**config.mk**
```make
export PLATFORM = sky130hd
export DESIGN_NAME = iot_secure_mul_core
export DESIGN_NICKNAME = d
export VERILOG_FILES = /design/src/rtl/iot_secure_pkg.sv /design/src/rtl/iot_mul_step.sv /design/src/rtl/iot_secure_mul_core.sv
export SDC_FILE = /design/constraint.sdc
export NUM_CORES = 1
export LEC_CHECK = 0
export CAP_MARGIN = 0
export CELL_PAD_IN_SITES_DETAIL_PLACEMENT = 0
export CELL_PAD_IN_SITES_GLOBAL_PLACEMENT = 1
export CORE_MARGIN = 2
export CORE_UTILIZATION = 44
export DETAILED_ROUTE_END_ITERATION = 16
export HOLD_SLACK_MARGIN = 0.08
export PLACE_DENSITY_LB_ADDON = 0.05
export REMOVE_ABC_BUFFERS = 1
export SYNTH_ARGS = -nofsm -noshare
export SYNTH_HDL_FRONTEND = slang
export SYNTH_SLANG_ARGS = --single-unit
```
**constraint.sdc**
```tcl
create_clock -name clk -period 3.95 [get_ports clk]
set_input_delay 0.79 -clock clk [delete_from_list [all_inputs] [get_ports clk]]
set_output_delay 0.79 -clock clk [all_outputs]
set_load 0.01 [all_outputs]
```
**src/rtl/iot_secure_pkg.sv**
```systemverilog
// Shared definitions for the constant-time secure multiplier.
// Holds the default operand width, counter width, FSM state type and product type.
package iot_secure_pkg;

    localparam int unsigned IOT_WIDTH = 32;
    localparam int unsigned IOT_CNT_W = 6;

    typedef enum logic [1:0] {
        IDLE = 2'd0,
        BUSY = 2'd1,
        DONE = 2'd2
    } state_e;

    typedef logic [2*IOT_WIDTH-1:0] product_t;

endpackage

```
**src/rtl/iot_mul_step.sv**
```systemverilog
// One radix-2 shift-add iteration, purely combinational.
// Ports:
//   acc, mcand, mplier        current accumulator / shifted multiplicand / multiplier
//   acc_nxt_c, mcand_nxt_c,   values after one step
//   mplier_nxt_c
// The masked add is always evaluated so every step costs the same regardless of operand bits.
module iot_mul_step #(
    parameter int unsigned WIDTH = 32
) (
    input  logic [2*WIDTH-1:0] acc,
    input  logic [2*WIDTH-1:0] mcand,
    input  logic [WIDTH-1:0]   mplier,
    output logic [2*WIDTH-1:0] acc_nxt_c,
    output logic [2*WIDTH-1:0] mcand_nxt_c,
    output logic [WIDTH-1:0]   mplier_nxt_c
);

    // Mask instead of branching so the adder is exercised every cycle.
    always_comb begin
        acc_nxt_c    = acc + (mcand & {(2*WIDTH){mplier[0]}});
        mcand_nxt_c  = mcand << 1;
        mplier_nxt_c = mplier >> 1;
    end

endmodule

```
**src/rtl/iot_secure_mul_core.sv**
```systemverilog
// Constant-time unsigned multiplier: WIDTH x WIDTH -> 2*WIDTH product.
// Ports:
//   clk, rst_n            clock, async active-low reset
//   in_valid / in_ready   operand handshake (op_a multiplicand, op_b multiplier)
//   out_valid / out_ready product handshake (product)
//   busy                  iteration in progress
//   op_count              completed products since reset, wrapping 16-bit counter
// Every operation takes exactly WIDTH steps after the accept edge; no early exit.
module iot_secure_mul_core
    import iot_secure_pkg::*;
#(
    parameter int unsigned WIDTH = IOT_WIDTH,
    parameter int unsigned CNT_W = IOT_CNT_W
) (
    input  logic                 clk,
    input  logic                 rst_n,
    input  logic                 in_valid,
    output logic                 in_ready,
    input  logic [WIDTH-1:0]     op_a,
    input  logic [WIDTH-1:0]     op_b,
    output logic                 out_valid,
    input  logic                 out_ready,
    output logic [2*WIDTH-1:0]   product,
    output logic                 busy,
    output logic [15:0]          op_count
);

    state_e               state_q;
    state_e               state_nxt;
    logic [2*WIDTH-1:0]   acc_q;
    logic [2*WIDTH-1:0]   mcand_q;
    logic [WIDTH-1:0]     mplier_q;
    logic [CNT_W-1:0]     cnt_q;

    logic [2*WIDTH-1:0]   acc_nxt_c;
    logic [2*WIDTH-1:0]   mcand_nxt_c;
    logic [WIDTH-1:0]     mplier_nxt_c;

    logic                 accept_c;
    logic                 last_step_c;
    logic                 handoff_c;

    iot_mul_step #(
        .WIDTH (WIDTH)
    ) u_step (
        .acc          (acc_q),
        .mcand        (mcand_q),
        .mplier       (mplier_q),
        .acc_nxt_c    (acc_nxt_c),
        .mcand_nxt_c  (mcand_nxt_c),
        .mplier_nxt_c (mplier_nxt_c)
    );

    // State register.
    always_ff @(posedge clk or negedge rst_n) begin
        if (!rst_n) begin
            state_q <= IDLE;
        end else begin
            state_q <= state_nxt;
        end
    end

    // Next-state and handshake qualifiers.
    always_comb begin
        state_nxt   = state_q;
        accept_c    = 1'b0;
        last_step_c = 1'b0;
        handoff_c   = 1'b0;
        case (state_q)
            IDLE: begin
                accept_c = in_valid && in_ready;
                if (accept_c) begin
                    state_nxt = BUSY;
                end
            end
            BUSY: begin
                last_step_c = (cnt_q == CNT_W'(WIDTH - 1));
                if (last_step_c) begin
                    state_nxt = DONE;
                end
            end
            DONE: begin
                handoff_c = out_valid && out_ready;
                if (handoff_c) begin
                    state_nxt = IDLE;
                end
            end
            default: begin
                state_nxt = IDLE;
            end
        endcase
    end

    // Datapath and registered outputs; status flags track the next state so they align with it.
    always_ff @(posedge clk or negedge rst_n) begin
        if (!rst_n) begin
            acc_q     <= '0;
            mcand_q   <= '0;
            mplier_q  <= '0;
            cnt_q     <= '0;
            product   <= '0;
            op_count  <= '0;
            in_ready  <= 1'b1;
            busy      <= 1'b0;
            out_valid <= 1'b0;
        end else begin
            in_ready  <= (state_nxt == IDLE);
            busy      <= (state_nxt == BUSY);
            out_valid <= (state_nxt == DONE);

            if (accept_c) begin
                acc_q    <= '0;
                mcand_q  <= {{WIDTH{1'b0}}, op_a};
                mplier_q <= op_b;
                cnt_q    <= '0;
            end

            if (state_q == BUSY) begin
                acc_q    <= acc_nxt_c;
                mcand_q  <= mcand_nxt_c;
                mplier_q <= mplier_nxt_c;
                cnt_q    <= cnt_q + CNT_W'(1);
                if (last_step_c) begin
                    product <= acc_nxt_c;
                end
            end

            if (handoff_c) begin
                op_count <= op_count + 16'd1;
            end
        end
    end

endmodule

```
==> results of run 1 <==
cell families (layout without fill, tap and decap cells):
| group | Yosys count | count (layout) | share of synthesized area [%] |
|---|---|---|---|
| compound gates | 454 | 454 | 19.57 |
| xor+xnor | 70 | 70 | 4.478 |
| fa+ha+maj | 66 | 66 | 5.953 |
| buf+inv | 105 | 283 | 2.905 |
| flops | 251 | 251 | 44.88 |
| mux | 6 | 6 | 0.4648 |
| simple gates | 674 | 674 | 21.75 |
worst min path at each step:
stage / start / to / slack (ns)
after floorplan: acc_q[53]$_DFFE_PN0P_ / acc_q[53]$_DFFE_PN0P_ / 0.46
after detailed placement: product[11]$_DFFE_PN0P_ / product[11]$_DFFE_PN0P_ / 0.46
after CTS: rst_n / acc_q[29]$_DFFE_PN0P_ / 0.24
after global routing: rst_n / op_count[8]$_DFFE_PN0P_ / 0.25
after global placement: product[46]$_DFFE_PN0P_ / product[46]$_DFFE_PN0P_ / 0.45
final: rst_n / op_count[8]$_DFFE_PN0P_ / 0.22
power by group through the flow:
stage               clock [mW]  combinational [mW]  sequential, mW
CTS                       2.92                9.74            4.24
global route              3.03                10.9            4.36
floorplan                    0                6.47            4.22
detailed placement           0                9.70            4.27
finish                    2.83                9.72            4.24
global placement             0                9.58            4.26
cell type report:
type / count / area (sq um) / area share (%)
Clock buffer: 41 / 893.4 / 5.171
Clock inverter: 15 / 135.1 / 0.7822
Inverter: 7 / 26.28 / 0.1521
Multi-Input combinational cell: 1270 / 7353 / 42.57
Sequential cell: 251 / 6282 / 36.37
Tap cell: 402 / 503.0 / 2.912
Timing Repair Buffer: 220 / 2082 / 12.05
state kept, by name, indices dropped and copies added (netlist names):
| register | cells |
|---|---|
| acc_q | 64 |
| busy | 1 |
| cnt_q | 6 |
| in_ready | 1 |
| mcand_q | 64 |
| mplier_q | 32 |
| op_count | 16 |
| out_valid | 1 |
| product | 64 |
| state_q | 2 |
synth_stat cells (7+ instances only):
library cell / instances / area share, %
a211oi_1: 8 / 0.43
a21o_1: 19 / 1.0
a21oi_1: 88 / 3.1
a22o_1: 9 / 0.56
a31oi_1: 9 / 0.40
and2_1: 66 / 2.9
and3_1: 10 / 0.45
buf_2: 8 / 0.29
clkbuf_1: 82 / 2.2
dfrtp_1: 250 / 45
ha_1: 65 / 5.8
inv_1: 7 / 0.19
nand2_1: 243 / 6.5
nand2b_1: 10 / 0.45
nand3_1: 72 / 2.6
nand4_1: 27 / 1.2
nor2_1: 192 / 5.1
nor3_1: 17 / 0.61
nor4_1: 7 / 0.31
o211ai_1: 7 / 0.38
o21a_1: 15 / 0.80
o21ai_0: 177 / 6.3
o21bai_1: 7 / 0.38
o22ai_1: 65 / 2.9
o31ai_1: 12 / 0.64
xnor2_1: 34 / 2.1
xor2_1: 35 / 2.2
routing by layer:
layer / vias to the layer above / GRT usage [%]
li1: 6043 / -
met1: 5860 / 33.71
met2: 259 / 36.27
met3: 40 / 3.472
met4: 0 / 3.903
met5: - / 0
==> impl_results.md, run 1 <==
* Outcome: complete, no violations
* Sequential share of the synthesized area at 44.88%
* Antenna diode count at 0
* Worst setup skew after layout at between 0.015 and 0.02 ns
* CP bufs+invs at 1
* CTS tree: built
* Hold buffer count at CTS at 0
* CP max FO at between 40 and 50
* Fillers at between 2000 and 3000
* Utilization after layout at a little over half
* Critical Path Source: mplier_q[0]$_DFFE_PN0P_
* Die ar. at ~33000 sq um
* DRT met1 WL at about 19 mm
* Highest routed layer: met4
* Post-DR vias/cell at approximately 5.5
* Initial Utilization at between 40% and 50%
* CP dominant cell by count: o21ai_0
* RR Endpoint: product[26]$_DFFE_PN0P_
* DRT Pass-1 Iters at 5
* Fin worst setup slack at about 0.28 ns
* # resized after CTS at 0
* Vias in the first global route at 11890
* TNS Setup at 0 ns
* Int Pwr at 9.311 mW
* Largest stage delay on the critical path at 0.41 ns
* DRT iter0 DRCs at around 700
* Worst EP required at 4.36 ns
* Total routed wirelength at between 30 and 40 mm
* P_sw at about 7.5 mW
* Static leakage at roughly 7.4 nW
* Dpl hpwl at 26.16 mm
* Min-delay worst type: in2async
* Clock-pin slew on the worst setup and hold paths at ~0.060 ns
* Syn-to-layout area delta at 23.41%
* Clock share of power at around 17%
* Core area at roughly 31000 sq um
* Synth Register Bits at 251
* Worst R2R Path Depth at 13
* CTS Buffer Depth at 3
* GRT overflow at 0
* Netlist cell types at 71
* Final hold slack at 0.2151 ns
* Hold Violations, Final at 0
* Fin. max-slew vios at 0
* Nets at between 1500 and 2000
* Min Tclk post-route at 3.668 ns
* Mapped Avg Cell Area at approximately 8.6 sq um
* Drt wl/cell at roughly 17 um
* Placer Congestion at around 0.85
* Fmax at between 200 and 300 MHz
* Dpl cells at ~2200
* Max-Cap Viols at 0
* Die X at ~180 um
* Warnings, synthesis at 0
* Layout Cells excl Fill at about 2200
* VDD IR-drop max at about 0.46 mV
* Post-Place Worst Slack at 0.3137 ns
* Drc violations at 0
* Sw frac at between 40% and 50%
* Initial antenna violation count at 0
* First-pass GRT wire length at about 63 mm
* Design Area, Final at 17280 sq um
* Logic pwr share at between 50 and 60%
* Via count at 12200
* Post-synth EDFFs at 0
* Final worst path period share at 92.87%
* Post-CTS Setup Bufs at 0
* Ys flop type: dfrtp_1
* Critical Path AT at about 4 ns
* Post-DP Area at between 15000 and 20000 sq um
* Slew headroom at around a third
* Reg power frac at 25.2%
* Met3 WL at 1.874 mm
* Power density over the cells at slightly below 1000 nW/um^2
* Clock tree root driver cell: clkbuf_16
* H-Tree Depth at 1
* Area of the mapped netlist at roughly 14000 sq um
* CP Class: reg2reg
* I/O pin cnt at 151
* Clk_lat worst skew at about 0.56 ns
* Num rows at 65
* Critical path endpoint category: register
* Input/output buffers at 150
* CP Launch Type: register
* Async SR Flop Fraction at 100.0%
* Worst reg2reg path startpoint: mplier_q[0]$_DFFE_PN0P_
* Final setup fails at 0
* Die Height at between 150 and 200 um
* WL met2 at ~17 mm
* Worst path top cell family by delay: compound AO/OA/AOI/OAI gates
* Antenna-violating nets left at 0
* Cts bufs inserted at 30
* Most common cell after layout, fill and taps aside: dfrtp_1
* RSZ-0062 raised after global routing: false
* Crit-path cells: buf_12, and2_1, ha_1, fa_1, a21o_1, a221o_2, a31oi_1, o21ai_0, a21oi_1, o21ai_0, a21oi_1, xor2_1, o21ai_0
* Share of layout cells above drive strength 1 at 8.758%
* Least-Margin Pin Slew at between 1 and 1.5 ns
* Critical path's slowest cell: fa_1
* GRT Util Overall at 22.89%
* Critical path endpoint: product[26]$_DFFE_PN0P_
* Most frequent cells in the layout: dfrtp_1 (250), nand2_1 (241), nor2_1 (192), o21ai_0 (177), clkdlybuf4s50_1 (149)
* Clock tree sinks at around 250
* FF-to-FF setup slack at ~0.28 ns
* Pin count of the biggest net entering global routing at 98
* Levels on crit path at 13
* Mapped Cells at 1626
* Total power draw at approximately 17 mW
Power figures use the tool's default switching activity.
==> run 2, diff against run 1 <==
--- a/config.mk
+++ b/config.mk
@@ -9,7 +9,7 @@
 export CELL_PAD_IN_SITES_DETAIL_PLACEMENT = 0
 export CELL_PAD_IN_SITES_GLOBAL_PLACEMENT = 1
 export CORE_MARGIN = 2
-export CORE_UTILIZATION = 44
+export CORE_UTILIZATION = 39
 export DETAILED_ROUTE_END_ITERATION = 16
 export HOLD_SLACK_MARGIN = 0.08
 export PLACE_DENSITY_LB_ADDON = 0.05
==> constraint.sdc (replaced) <==
create_clock -name clk -period 3.1 [get_ports clk]
set_input_delay 0.62 -clock clk [delete_from_list [all_inputs] [get_ports clk]]
set_output_delay 0.62 -clock clk [all_outputs]
set_load 0.01 [all_outputs]
==> impl_results.md, run 2 (synthesis gave the netlist of run 1 again) <==
* Critical Path Source: mplier_q[0]$_DFFE_PN0P_
* Core area at 35480 sq um (+13%)
* Total power draw at 29.61 mW (+76%)
* Crit-path cells: buf_12, buf_8, and2_4, ha_4, buf_6, o21a_1, nor2_2, or3_4, o211ai_4, nand3_4, o41a_4, o21ai_4, a2111oi_2, a311o_1
* Critical Path AT at 3.80 ns (-0.28 ns)
* Worst EP required at 3.55 ns (-0.81 ns)
* Reg area at 6282 sq um (unchanged)
* Largest stage delay on the critical path at 0.43 ns (+0.02 ns)
* Least-Margin Pin Slew at 0.6519 ns (-0.3579 ns)
* GRT overflow at 0 (unchanged)
* Die Height at 193.5 um (+6.1%)
* Worst reg2reg path startpoint: mplier_q[0]$_DFFE_PN0P_
* Input/output buffers at 150 (unchanged)
* Antenna-violating nets left at 0 (unchanged)
* CP Launch Type: register
* GRT Util Overall at 23.74% (+0.85 points)
* Clk_lat worst skew at 0.56 ns (about the same)
* Utilization after layout at 60.67% (+5.8 points)
* Min-delay worst type: reg2reg
* Share of layout cells above drive strength 1 at 31.59% (+23 points)
* Hold Crit Depth at 2
* RSZ-0062 raised after global routing: true
* Worst setup skew after layout at 0.01939 ns (-0.0001208 ns)
* Post-DR vias/cell at 5.282 (-4.5%)
* Static leakage at 9.245 nW (+24%)
* Fin worst setup slack at -0.2533 ns (-0.5349 ns)
* H-Tree Depth at 1 (unchanged)
* Critical path's slowest cell: dfrtp_1
* Initial Utilization at 39.45% (-5.0 points)
* Most common cell after layout, fill and taps aside: buf_4
* Max-Cap Viols at 0 (unchanged)
* First-pass GRT wire length at 73.45 mm (+17%)
* Placer Congestion at 0.8685 (+2.5%)
* CP max FO at 8 (-82%)
* Die X at 193.5 um (+6.1%)
* Power density over the cells at 1375 nW/um^2 (+42%)
* Post-DP Area at 18020 sq um (+11%)
* Most frequent cells in the layout: buf_4 (302), dfrtp_1 (250), nand2_1 (225), nor2_1 (178), clkdlybuf4s50_1 (149)
* Total routed wirelength at 45.33 mm (+20%)
* Dpl cells at 2430 (+13%)
* Pin count of the biggest net entering global routing at 75 (-23%)
* Clock-pin slew on the worst setup and hold paths at 0.06 ns (about the same)
* VDD IR-drop max at 0.5965 mV (+31%)
* CTS Buffer Depth at 3 (unchanged)
* Cts bufs inserted at 30 (unchanged)
* Design Area, Final at 21530 sq um (+25%)
* Fmax at 298.2 MHz (+9.4%)
* Layout Cells excl Fill at 2544 (+15%)
* Fin. max-slew vios at 0 (unchanged)
* Outcome: finished with violations
* DRT iter0 DRCs at 670 (-4.7%)
* TNS Setup at -8.676 ns (-8.676 ns)
* Final hold slack at 0.4690 ns (+0.2539 ns)
* Drc violations at 0 (unchanged)
* CTS tree: built
* Vias in the first global route at 13610 (+14%)
* Biggest regs: acc_q: 64 flops, mcand_q: 64 flops, product: 64 flops
* Initial antenna violation count at 0 (unchanged)
* Clock tree sinks at 251 (unchanged)
* Post-Place Worst Slack at -0.4829 ns (-0.7967 ns)
* Via count at 13440 (+10%)
* Min Tclk post-route at 3.353 ns (-0.3151 ns)
* Worst R2R Path Depth at 14 (+1)
* CP Class: reg2reg
* DRT Pass-1 Iters at 6 (+1)
* Final setup fails at 66 (+66)
* Hold_sp: product[46]$_DFFE_PN0P_
* Final worst path period share at 108.2% (+15 points)
* Antenna diode count at 0 (unchanged)
* Fillers at 3102 (+5.4%)
* Nets at 2194 (+15%)
* Die ar. at 37420 sq um (+13%)
* Syn-to-layout area delta at 53.79%
* Critical path endpoint category: register
* Dpl hpwl at 31.17 mm (+19%)
* Failing checks: setup timing
* I/O pin cnt at 151 (unchanged)
* Clock tree root driver cell: clkbuf_16
* Area of the multi-input gates at 9099 sq um (+24%)
* Slew headroom at 56.54% (+24 points)
* Hold Violations, Final at 0 (unchanged)
* Num rows at 69 (+6.2%)
* Drt wl/cell at 17.82 um (+4.3%)
[run 2: cell count changes in the layout (fill, tap and decap cells not counted), moves of 14 or more]
cell / delta
ha_1: -45
buf_6: +32
and2_4: +20
nor2_1: -14
o21ai_0: -62
xnor2_1: -15
a21oi_2: +34
ha_4: +45
a21oi_1: -39
nand2_1: -16
o21ai_1: +46
buf_4: +236
and2_1: -20
[run 2: power breakdown]
part	switching (mW)	internal (mW)	total [mW]
clock	1.42	2.32	3.74
combinational	10.1	10.2	20.3
sequential	0.943	4.61	5.55
[run 2: cell type report]
cell class / count / area share [%]
Multi-Input combinational cell: 1270 / 42.26
Tap cell: 461 / 2.679
Clock inverter: 9 / 0.7091
Inverter: 7 / 0.1221
Timing Repair Buffer: 500 / 20.85
Sequential cell: 251 / 29.18
Clock buffer: 46 / 4.190
[run 2: repair_timing]
action / CTS / global route
buffers inserted: 34 / 30
setup endpoints to repair: 90 / 91
resized for setup: 294 / 109
endpoints found under the hold margin: 17 / 0
pin swaps: 65 / 81
hold buffers: 1 / 0
gates cloned: 3 / 3
[run 2: path summary, 6_finish.rpt]
kind | endpoint | slack [ns]
worst max-delay path | acc_q[62]$_DFFE_PN0P_ | -0.25
worst min-delay path | product[46]$_DFFE_PN0P_ | 0.47
worst max register to register | acc_q[62]$_DFFE_PN0P_ | -0.25
worst min register to register | product[46]$_DFFE_PN0P_ | 0.47
max in group asynchronous | mcand_q[55]$_DFFE_PN0P_ | 1.63
min in group asynchronous | op_count[10]$_DFFE_PN0P_ | 0.64
[run 2: per-layer routing]
metal	up-vias	wire length [um]	GRT usage, %
met1	6547	21190	33.35
met4	0	848	5.259
met5	-	0	0
met3	56	1841	3.365
met2	239	21450	38.98
li1	6595	-	-
[run 2: critical path: cells and delay by family, from the launching register on]
family | cells | cell delay (ns)
AOI/OAI and AO/OA | 6 | 1.42
adders and majority gates | 1 | 0.28
buffers and inverters | 3 | 0.40
DFF | 1 | 0.43
and+or+nand+nor | 4 | 0.70
